## src/rtl/ld_wb_sink_pkg.sv

```systemverilog
// Shared definitions for the load-result writeback sink.
// Contents:
//   - default widths for the ROB index, physical register and load data
//   - wb_entry_t: one buffered load result at the default widths
//   - clog2: ceiling log2, used to size FIFO pointers and the occupancy count
package ld_wb_sink_pkg;

    localparam int IDX_W_DEF  = 6;
    localparam int PREG_W_DEF = 6;
    localparam int DATA_W_DEF = 16;

    typedef struct packed {
        logic [IDX_W_DEF-1:0]  indx;
        logic [PREG_W_DEF-1:0] preg;
        logic [DATA_W_DEF-1:0] data;
        logic                  reg_wrt;
    } wb_entry_t;

    function automatic int clog2(input int value);
        int r;
        r = 0;
        while ((1 << r) < value) r++;
        return r;
    endfunction

endpackage

```

## src/rtl/ld_wb_sink_wb_fifo.sv

```systemverilog
// Circular buffer for load results awaiting writeback.
// Ports:
//   clk, rst      clock, asynchronous active-high reset
//   i_flsh        discard every buffered entry; a same-cycle push is dropped
//   i_push_req    request to store i_wdata at the tail
//   i_wdata       entry to store
//   i_pop         consume the head entry (ignored when empty or flushing)
//   o_head        entry currently at the head
//   o_count       occupancy, 0..DEPTH
//   o_empty       occupancy is zero
//   o_ovf_err     sticky: a push arrived while full with no pop to make room
module ld_wb_sink_wb_fifo
    import ld_wb_sink_pkg::*;
#(
    parameter int DEPTH = 4,
    parameter int W     = 29
) (
    input  logic                  clk,
    input  logic                  rst,
    input  logic                  i_flsh,
    input  logic                  i_push_req,
    input  logic [W-1:0]          i_wdata,
    input  logic                  i_pop,
    output logic [W-1:0]          o_head,
    output logic [clog2(DEPTH):0] o_count,
    output logic                  o_empty,
    output logic                  o_ovf_err
);

    localparam int PTR_W = clog2(DEPTH);
    localparam int CNT_W = PTR_W + 1;

    logic [W-1:0]     r_mem [DEPTH];
    logic [PTR_W-1:0] r_head;
    logic [PTR_W-1:0] r_tail;
    logic [CNT_W-1:0] r_count;
    logic             r_ovf_err;

    logic w_full;
    logic w_pop;
    logic w_push;
    logic w_ovf;

    assign w_full  = (r_count == CNT_W'(DEPTH));
    assign o_empty = (r_count == '0);

    // A pop in the same cycle frees a slot, so a full FIFO can still accept.
    assign w_pop  = i_pop && !o_empty && !i_flsh;
    assign w_push = i_push_req && !i_flsh && (!w_full || w_pop);
    assign w_ovf  = i_push_req && !i_flsh && w_full && !w_pop;

    always_ff @(posedge clk or posedge rst) begin
        // NOTE: non-blocking assignments throughout sequential logic so every
        // register samples pre-edge values regardless of statement order.
        if (rst) begin
            r_head    <= '0;
            r_tail    <= '0;
            r_count   <= '0;
            r_ovf_err <= 1'b0;
        end else if (i_flsh) begin
            r_head  <= '0;
            r_tail  <= '0;
            r_count <= '0;
        end else begin
            if (w_push) r_tail <= r_tail + 1'b1;
            if (w_pop)  r_head <= r_head + 1'b1;
            case ({w_push, w_pop})
                2'b10:   r_count <= r_count + 1'b1;
                2'b01:   r_count <= r_count - 1'b1;
                default: r_count <= r_count;
            endcase
            if (w_ovf) r_ovf_err <= 1'b1;
        end
    end

    // NOTE: storage is deliberately not reset; the count gates every read, so
    // stale contents are never observed and the array can map to plain RAM.
    always_ff @(posedge clk) begin
        if (w_push) r_mem[r_tail] <= i_wdata;
    end

    assign o_head    = r_mem[r_head];
    assign o_count   = r_count;
    assign o_ovf_err = r_ovf_err;

endmodule

```

## src/rtl/ld_wb_sink.sv

```systemverilog
// Load-result writeback sink: buffers LSU load results, arbitrates for the
// shared register-file write port (ALU has priority), and drives the RF write
// and ROB completion strobes from registers.
// Ports:
//   clk, rst                       clock, asynchronous active-high reset
//   flsh                           discard buffered and in-flight results
//   vld_ld, indx_ld, phy_addr_ld,
//   data_ld, reg_wrt_ld            load result from the LSU
//   alu_wb_vld                     ALU owns the RF write port this cycle
//   rf_we, rf_waddr, rf_wdata      register file write
//   rob_cmpl_vld, rob_cmpl_indx    ROB completion
//   wb_full                        back-pressure to the LSU (one-slot skid)
//   ovf_err                        sticky overflow error
module ld_wb_sink
    import ld_wb_sink_pkg::*;
#(
    parameter int DEPTH  = 4,
    parameter int IDX_W  = IDX_W_DEF,
    parameter int PREG_W = PREG_W_DEF,
    parameter int DATA_W = DATA_W_DEF
) (
    input  logic              clk,
    input  logic              rst,
    input  logic              flsh,
    input  logic              vld_ld,
    input  logic [IDX_W-1:0]  indx_ld,
    input  logic [PREG_W-1:0] phy_addr_ld,
    input  logic [DATA_W-1:0] data_ld,
    input  logic              reg_wrt_ld,
    input  logic              alu_wb_vld,
    output logic              rf_we,
    output logic [PREG_W-1:0] rf_waddr,
    output logic [DATA_W-1:0] rf_wdata,
    output logic              rob_cmpl_vld,
    output logic [IDX_W-1:0]  rob_cmpl_indx,
    output logic              wb_full,
    output logic              ovf_err
);

    localparam int CNT_W = clog2(DEPTH) + 1;

    // Same layout as wb_entry_t, sized by this instance's parameters.
    typedef struct packed {
        logic [IDX_W-1:0]  indx;
        logic [PREG_W-1:0] preg;
        logic [DATA_W-1:0] data;
        logic              reg_wrt;
    } entry_t;

    entry_t           w_push_entry;
    entry_t           w_head;
    logic [CNT_W-1:0] w_count;
    logic             w_empty;
    logic             w_pop;

    logic              r_rf_we;
    logic [PREG_W-1:0] r_rf_waddr;
    logic [DATA_W-1:0] r_rf_wdata;
    logic              r_rob_cmpl_vld;
    logic [IDX_W-1:0]  r_rob_cmpl_indx;

    assign w_push_entry = '{indx: indx_ld, preg: phy_addr_ld,
                            data: data_ld, reg_wrt: reg_wrt_ld};

    ld_wb_sink_wb_fifo #(
        .DEPTH (DEPTH),
        .W     ($bits(entry_t))
    ) u_fifo (
        .clk        (clk),
        .rst        (rst),
        .i_flsh     (flsh),
        .i_push_req (vld_ld),
        .i_wdata    (w_push_entry),
        .i_pop      (w_pop),
        .o_head     (w_head),
        .o_count    (w_count),
        .o_empty    (w_empty),
        .o_ovf_err  (ovf_err)
    );

    // Completion-only heads never need the RF port, so the ALU cannot block
    // them; strict FIFO order still holds because only the head is examined.
    assign w_pop = !w_empty && !flsh && (!w_head.reg_wrt || !alu_wb_vld);

    assign wb_full = (w_count >= CNT_W'(DEPTH - 1));

    always_ff @(posedge clk or posedge rst) begin
        if (rst) begin
            r_rf_we         <= 1'b0;
            r_rf_waddr      <= '0;
            r_rf_wdata      <= '0;
            r_rob_cmpl_vld  <= 1'b0;
            r_rob_cmpl_indx <= '0;
        end else begin
            r_rf_we        <= w_pop && w_head.reg_wrt;
            r_rob_cmpl_vld <= w_pop;
            if (w_pop) begin
                r_rf_waddr      <= w_head.preg;
                r_rf_wdata      <= w_head.data;
                r_rob_cmpl_indx <= w_head.indx;
            end
        end
    end

    assign rf_we         = r_rf_we;
    assign rf_waddr      = r_rf_waddr;
    assign rf_wdata      = r_rf_wdata;
    assign rob_cmpl_vld  = r_rob_cmpl_vld;
    assign rob_cmpl_indx = r_rob_cmpl_indx;

endmodule

```

## config.mk

```make
export PLATFORM = sky130hd
export DESIGN_NAME = ld_wb_sink
export DESIGN_NICKNAME = d
export VERILOG_FILES = /design/src/rtl/ld_wb_sink_pkg.sv /design/src/rtl/ld_wb_sink_wb_fifo.sv /design/src/rtl/ld_wb_sink.sv
export SDC_FILE = /design/constraint.sdc
export NUM_CORES = 1
export LEC_CHECK = 0
export CAP_MARGIN = 20
export CORE_ASPECT_RATIO = 1.25
export CORE_MARGIN = 3
export CORE_UTILIZATION = 25
export CTS_CLUSTER_DIAMETER = 80
export CTS_CLUSTER_SIZE = 24
export DETAILED_ROUTE_END_ITERATION = 10
export PLACE_DENSITY_LB_ADDON = 0.2
export SLEW_MARGIN = 20
export SYNTH_ARGS = -nofsm -noshare
export SYNTH_HDL_FRONTEND = slang
export SYNTH_SLANG_ARGS = --single-unit
```

## constraint.sdc

```tcl
create_clock -name clk -period 2.6 [get_ports clk]
set_clock_uncertainty 0.05 [all_clocks]
set_input_delay 0.78 -clock clk [delete_from_list [all_inputs] [get_ports clk]]
set_output_delay 0.78 -clock clk [all_outputs]
set_load 0.03 [all_outputs]
```

After elaboration in Yosys (flattened, before gate mapping)
Memories as Yosys holds them, arrays and structs flattened.
Index checks and enable logic that the tools add are counted.
{"block": "op_classes", "addsub": 4, "order_cmp": 1, "n_eq_ne": 3, "n_mux": 8, "bitwise_logic": 1, "n_reduce_logical": 22}
{"operator": "$logic_and 1x1->1", "n": 9}
{"operator": "$mux 2", "n": 4}
{"operator": "$logic_not 1->1", "n": 6}
{"operator": "$pmux 3 s2", "n": 1}
{"operator": "$add 2x1->2 const B", "n": 2}
{"operator": "$reduce_bool 2->1", "n": 2}
{"operator": "$add 3x1->3 const B", "n": 1}
{"operator": "$eq 3x3->1 const B", "n": 1}
{"operator": "$ge 3x2->1 const B", "n": 1}
{"operator": "$logic_not 3->1", "n": 1}
{"operator": "$mux 3", "n": 1}
{"operator": "$reduce_bool 3->1", "n": 1}
{"operator": "$sub 3x1->3 const B", "n": 1}
{"operator": "$eq 2x1->1 const B", "n": 1}
{"operator": "$eq 2x2->1 const B", "n": 1}
{"operator": "$logic_or 1x1->1", "n": 2}
{"operator": "$mux 1", "n": 2}
{"operator": "$reduce_and 2->1", "n": 1}
{"operator": "$not 1->1", "n": 1}
{"block": "totals", "register_bits": 38, "mem_bits_rw": 116, "input_bits": 34, "out_inout_bits": 32, "word_cells": 49, "mem_count": 1}
{"name": "u_fifo.r_mem", "words": 4, "width": 29, "rd": 1, "rd_clocked_by_memory_dff": 0, "wr": 1, "line_no": "ld_wb_sink_wb_fifo.sv:33", "text": "logic [W-1:0] r_mem [DEPTH];"}

Depth between registers and ports, before layout
{"block": "logic_depth", "ltp_word": 11, "depth_mapped": 9, "mapped_depth_nobuf": 7}

By module
A second synthesis with hierarchy kept.
{"block": "hier_totals", "hier_cells": 277, "hier_area_um2": 5878.1}
{"module": "ld_wb_sink_wb_fifo", "instances": 1, "cells_per_inst": 212, "area_each_um2": 4755.8, "seq_area_each_um2": 3683.5}
{"module": "ld_wb_sink", "instances": 1, "cells_per_inst": 65, "area_each_um2": 1122.3, "seq_area_each_um2": 750.7}

Least setup slack after synthesis
Ideal clock, no wire load.
{"block": "synth_path", "kind": "input to register", "startpoint": "input flsh", "endpoint": "register u_fifo.r_count[2] (netlist: u_fifo.o_count[2])", "arrival_ns": 2.623, "required_ns": 2.422, "setup_slack_ns": -0.201, "path_stages": 9, "path_buffers": 3, "path_cell_list": "clkbuf_1 -> a211o_1 -> buf_2 -> clkbuf_1 -> nor2_1 -> fa_1 -> and3_1 -> mux2i_1 -> mux2_1"}
{"block": "synth_between", "elab_chain_len": 10}
{"item": "start: declaration", "line_no": "ld_wb_sink.sv:24", "text": "input logic flsh,"}
{"item": "$logic_not 1->1", "line_no": "ld_wb_sink_wb_fifo.sv:48, ld_wb_sink_wb_fifo.sv:49, ld_wb_sink.sv:83"}
{"item": "$logic_and 1x1->1 (2 in a row)", "line_no": "ld_wb_sink.sv:83", "text": "assign w_pop = !w_empty && !flsh && (!w_head.reg_wrt || !alu_wb_vld);"}
{"item": "$logic_and 1x1->1 (2 in a row)", "line_no": "ld_wb_sink_wb_fifo.sv:48", "text": "assign w_pop = i_pop && !o_empty && !i_flsh;"}
{"item": "$logic_or 1x1->1", "line_no": "ld_wb_sink_wb_fifo.sv:49", "text": "assign w_push = i_push_req && !i_flsh && (!w_full || w_pop);"}
{"item": "$logic_and 1x1->1", "line_no": "ld_wb_sink_wb_fifo.sv:49"}
{"item": "$eq 2x1->1 or $eq 2x2->1 (tied branches)", "line_no": "ld_wb_sink_wb_fifo.sv:67", "text": "case ({w_push, w_pop})"}
{"item": "$pmux 3 s2", "line_no": "ld_wb_sink_wb_fifo.sv:67"}
{"item": "$mux 3", "line_no": "ld_wb_sink_wb_fifo.sv:60", "text": "end else if (i_flsh) begin"}
{"item": "end signal: assignment", "line_no": "ld_wb_sink_wb_fifo.sv:68", "text": "2'b10: r_count <= r_count + 1'b1;"}
{"item": "end signal: assignment", "line_no": "ld_wb_sink_wb_fifo.sv:69", "text": "2'b01: r_count <= r_count - 1'b1;"}
{"item": "end signal: assignment", "line_no": "ld_wb_sink_wb_fifo.sv:70", "text": "default: r_count <= r_count;"}
{"item": "end: declaration", "line_no": "ld_wb_sink_wb_fifo.sv:36", "text": "logic [CNT_W-1:0] r_count;"}
Parallel ways exist; a longest one is shown, timed or not.
A chain may end at the register's enable or synchronous reset.

Worst setup path in the final report
{"block": "layout_path", "startpoint": "register u_fifo.r_head[0]", "endpoint": "register u_fifo.r_count[2] (netlist: u_fifo.o_count[2])"}
{"block": "layout_between", "elab_chain_len": 11}
{"item": "start: declaration", "line_no": "ld_wb_sink_wb_fifo.sv:34", "text": "logic [PTR_W-1:0] r_head;"}
{"item": "start signal: assignment", "line_no": "ld_wb_sink_wb_fifo.sv:66", "text": "if (w_pop) r_head <= r_head + 1'b1;"}
{"item": "$mem_v2 4x29 *"}
{"item": "$logic_not 1->1 *", "line_no": "ld_wb_sink.sv:83"}
{"item": "$logic_or 1x1->1 *", "line_no": "ld_wb_sink.sv:83"}
{"item": "$logic_and 1x1->1 *", "line_no": "ld_wb_sink.sv:83"}
{"item": "$logic_and 1x1->1 * (2 in a row)", "line_no": "ld_wb_sink_wb_fifo.sv:48"}
{"item": "$logic_or 1x1->1", "line_no": "ld_wb_sink_wb_fifo.sv:49"}
{"item": "$logic_and 1x1->1", "line_no": "ld_wb_sink_wb_fifo.sv:49"}
{"item": "$eq 2x1->1 or $eq 2x2->1 (tied branches)", "line_no": "ld_wb_sink_wb_fifo.sv:67"}
{"item": "$pmux 3 s2", "line_no": "ld_wb_sink_wb_fifo.sv:67"}
{"item": "$mux 3", "line_no": "ld_wb_sink_wb_fifo.sv:60"}
Mark *: on every way between the ends. The rest lies on a longest branch, timed or not.

==> flow_metrics.env <==
export IMPL_ys_seq_elements=154
export IMPL_power_density_nw_per_um2=987
export IMPL_firstDrtPassIters=4
export IMPL_clk_path_buf_depth=2
export IMPL_path_max_fanout=4
export IMPL_combinationalPowerShare_pct=26.5
export IMPL_endpoint_kind="register"
export IMPL_die_area_um2=25200
export IMPL_finalSetupViolCount=0
export IMPL_grt_ovfl_total=0
export IMPL_postRouteAntennaNets=0
export IMPL_finalHoldViolCount=0
export IMPL_p_leak_nw=2.79
export IMPL_track_usage_pct=10.4
export IMPL_drtIter0Drc=118
export IMPL_post_route_period_util_pct=89.8
export IMPL_dp_cells=688
export IMPL_cts_setup_buffers=0
export IMPL_clk_root_buffer_cell="clkbuf_16"
export IMPL_cts_resized=0
export IMPL_swShare_pct=29.0
export IMPL_wl_um=12100
export IMPL_fp_dieH_um=177
export IMPL_final_common_cell="edfxtp_1"
export IMPL_synthesis_nets=373
export IMPL_cts_buffers=17
export IMPL_cts_sinks=154
export IMPL_core_area_um2=22600
export IMPL_gp_congestion=0.646
export IMPL_final_area_um2=7600
export IMPL_p_int_mw=5.32
export IMPL_p_seq_share_pct=41.7
export IMPL_final_cell_mix="edfxtp_1 (116), nand2_1 (90), clkdlybuf4s50_1 (64), dfrtp_1 (36), mux4_2 (29)"
export IMPL_dp_hpwl_um=7930
export IMPL_yosysSeqAreaShare_pct=76.1
export IMPL_relSlewSlack_pct=58.9
export IMPL_nNetsFinal=463
export IMPL_crit_path_start_kind="register"
export IMPL_worstMarginPinSlew_ns=0.617
export IMPL_std_cell_rows=61
export IMPL_clkPwrFrac_pct=31.8
export IMPL_cts_max_level=4
export IMPL_stdcell_count=720
export IMPL_detail_route_wl_per_cell_um=16.8
export IMPL_holdBufCountCts=0
export IMPL_cts_tree="done"
export IMPL_dp_slack_ns=-0.154
export IMPL_ys_warn_count=0
export IMPL_required_ns=2.83
export IMPL_io_buffers=65
export IMPL_drv_slew=0
export IMPL_finalWorstSetupSlack_ns=0.265
export IMPL_irDropWorstVdd_mv=0.476
export IMPL_io_pins=66
export IMPL_insertion_delay_ns=0.41
export IMPL_yosys_cell_types_count=30
export IMPL_grt_pass1_vias=3437
export IMPL_critical_path_class="register to register"
export IMPL_antenna_found_initial=0
export IMPL_n_antenna_cell=0
export IMPL_layout_min_cycle_time_ns=2.34
export IMPL_area_growth_pct=30.3
export IMPL_start_util_pct=25.8
export IMPL_fmax_ghz=0.428
export IMPL_final_setup_tns_ns=0
export IMPL_dpl_instance_area_um2=7010
export IMPL_vias=3059
export IMPL_rsz0062_at_grt="no"
export IMPL_outcome="finished clean"
export IMPL_syn_area_um2=5830
export IMPL_avgViaCountPerCell=4.25
export IMPL_worstPathArrival_ns=2.57
export IMPL_drcViolationCount=0
export IMPL_avgSynthCellArea_um2=17.4
export IMPL_drive_gt1_share_pct=20.8
export IMPL_grt_pass1_wl_um=19400
export IMPL_drv_cap=0
export IMPL_p_switching_mw=2.17
export IMPL_grt_max_degree=31
export IMPL_dieWidth_um=143
export IMPL_path_clk_slew_ns=0.06
export IMPL_synth_cells=334
export IMPL_hold_path_class="register to register"
-- path summary, 6_finish.rpt --
check / from / end / slack (ns) / cells after the start
max in group asynchronous: rst / rf_wdata[15]$_DFFE_PP0N_ / 1.35 / 3
hold reg to reg: rf_wdata[9]$_DFFE_PP0N_ / rf_wdata[9]$_DFFE_PP0N_ / 0.42 / 2
setup reg to reg: u_fifo.r_head[0]$_DFFE_PP0P_ / u_fifo.o_count[2]$_DFFE_PP0P_ / 0.26 / 7
hold / removal: rf_wdata[9]$_DFFE_PP0N_ / rf_wdata[9]$_DFFE_PP0N_ / 0.42 / 2
min in group asynchronous: rst / rf_wdata[8]$_DFFE_PP0N_ / 0.62 / 2
setup / recovery: u_fifo.r_head[0]$_DFFE_PP0P_ / u_fifo.o_count[2]$_DFFE_PP0P_ / 0.26 / 7
-- logic make-up (layout without fill, tap and decap cells) --
logic type      after synthesis  after routing  share of synthesized area [%]
mux                          35             35                           12.5
buf+inv                      23            126                           1.63
fa+ha+maj                     5              5                           1.20
simple gates                107            107                           7.39
compound gates               10             10                           1.25
flops                       154            154                           76.1
-- state kept, by name, summed over array words and instances (netlist names) --
name              count
rob_cmpl_indx         6
u_fifo.r_mem        116
u_fifo.r_head         2
u_fifo.o_ovf_err      1
u_fifo.o_count        3
rf_we                 1
rf_waddr              6
rob_cmpl_vld          1
rf_wdata             16
u_fifo.r_tail         2
-- area by class of cell --
type,instances,area (µm²)
clock buffer,22,464
clock inverter,10,116
fill,2188,15000
inverter,7,26.3
multi-input combinational,157,1310
sequential,154,4440
tap,283,354
timing repair buffer,87,893
-- critical path, stage by stage (launching register included) --
cell	delay (ns)
dfrtp_2	0.37
mux4_2	0.54
a211o_2	0.39
nor2_1	0.13
fa_1	0.20
and3_1	0.15
mux2i_1	0.07
mux2_1	0.32
-- synthesized netlist by cell type --
| cell type | count | area [µm²] |
|---|---|---|
| dfrtp_1 | 38 | 951 |
| nor3_1 | 1 | 5.00 |
| inv_1 | 5 | 18.8 |
| a211o_1 | 1 | 8.76 |
| o2111ai_1 | 1 | 8.76 |
| nor2_1 | 6 | 22.5 |
| clkbuf_1 | 8 | 30.0 |
| buf_2 | 7 | 35.0 |
| o21a_1 | 1 | 7.51 |
| fa_1 | 1 | 20.0 |
| a21o_1 | 1 | 7.51 |
| mux2_1 | 2 | 22.5 |
| or3_1 | 1 | 6.26 |
| nand2_1 | 90 | 338 |
| o21ai_1 | 2 | 10.0 |
| a21oi_1 | 1 | 5.00 |
| or3b_1 | 1 | 8.76 |
| o31ai_1 | 2 | 15.0 |
| and2_1 | 5 | 31.3 |
| ha_1 | 4 | 50.1 |
| edfxtp_1 | 116 | 3480 |
| buf_1 | 1 | 3.75 |
| clkinv_1 | 1 | 3.75 |
| nor2b_1 | 2 | 12.5 |
| mux2_4 | 2 | 30.0 |
| o21ba_1 | 1 | 10.0 |
| inv_2 | 1 | 3.75 |
| and3_1 | 1 | 6.26 |
| mux2i_1 | 2 | 20.0 |
| mux4_2 | 29 | 653 |
-- metal layers --
metal | vias up | global-route usage (%) | routed length [µm]
li1 | 1405 | - | -
met5 | - | 0 | 0
met3 | 16 | 2.73 | 334
met1 | 1589 | 12.1 | 4980
met2 | 49 | 18.3 | 6580
met4 | 0 | 3.68 | 195
-- power by group through the flow --
| stage | Clock, mW | Sequential, mW | Combinational, mW |
|---|---|---|---|
| after global placement | 0 | 3.17 | 2.04 |
| after floorplan | 0 | 3.57 | 0.831 |
| final | 2.38 | 3.13 | 1.99 |
| after CTS | 2.46 | 3.14 | 2.04 |
| after global routing | 2.58 | 3.17 | 2.16 |
| after detailed placement | 0 | 3.18 | 2.04 |
-- per-stage QoR --
step                      total power, mW  hold WS (ns)  utilization [%]
final                                7.50         0.421             33.6
after global routing                 7.91         0.446             33.6
after CTS                            7.64         0.431             33.6
after detailed placement             5.22         0.415             31.0
after global placement               5.21         0.409             31.0
after floorplan                      4.40         0.524                -
(Power assumes the default switching activity.)
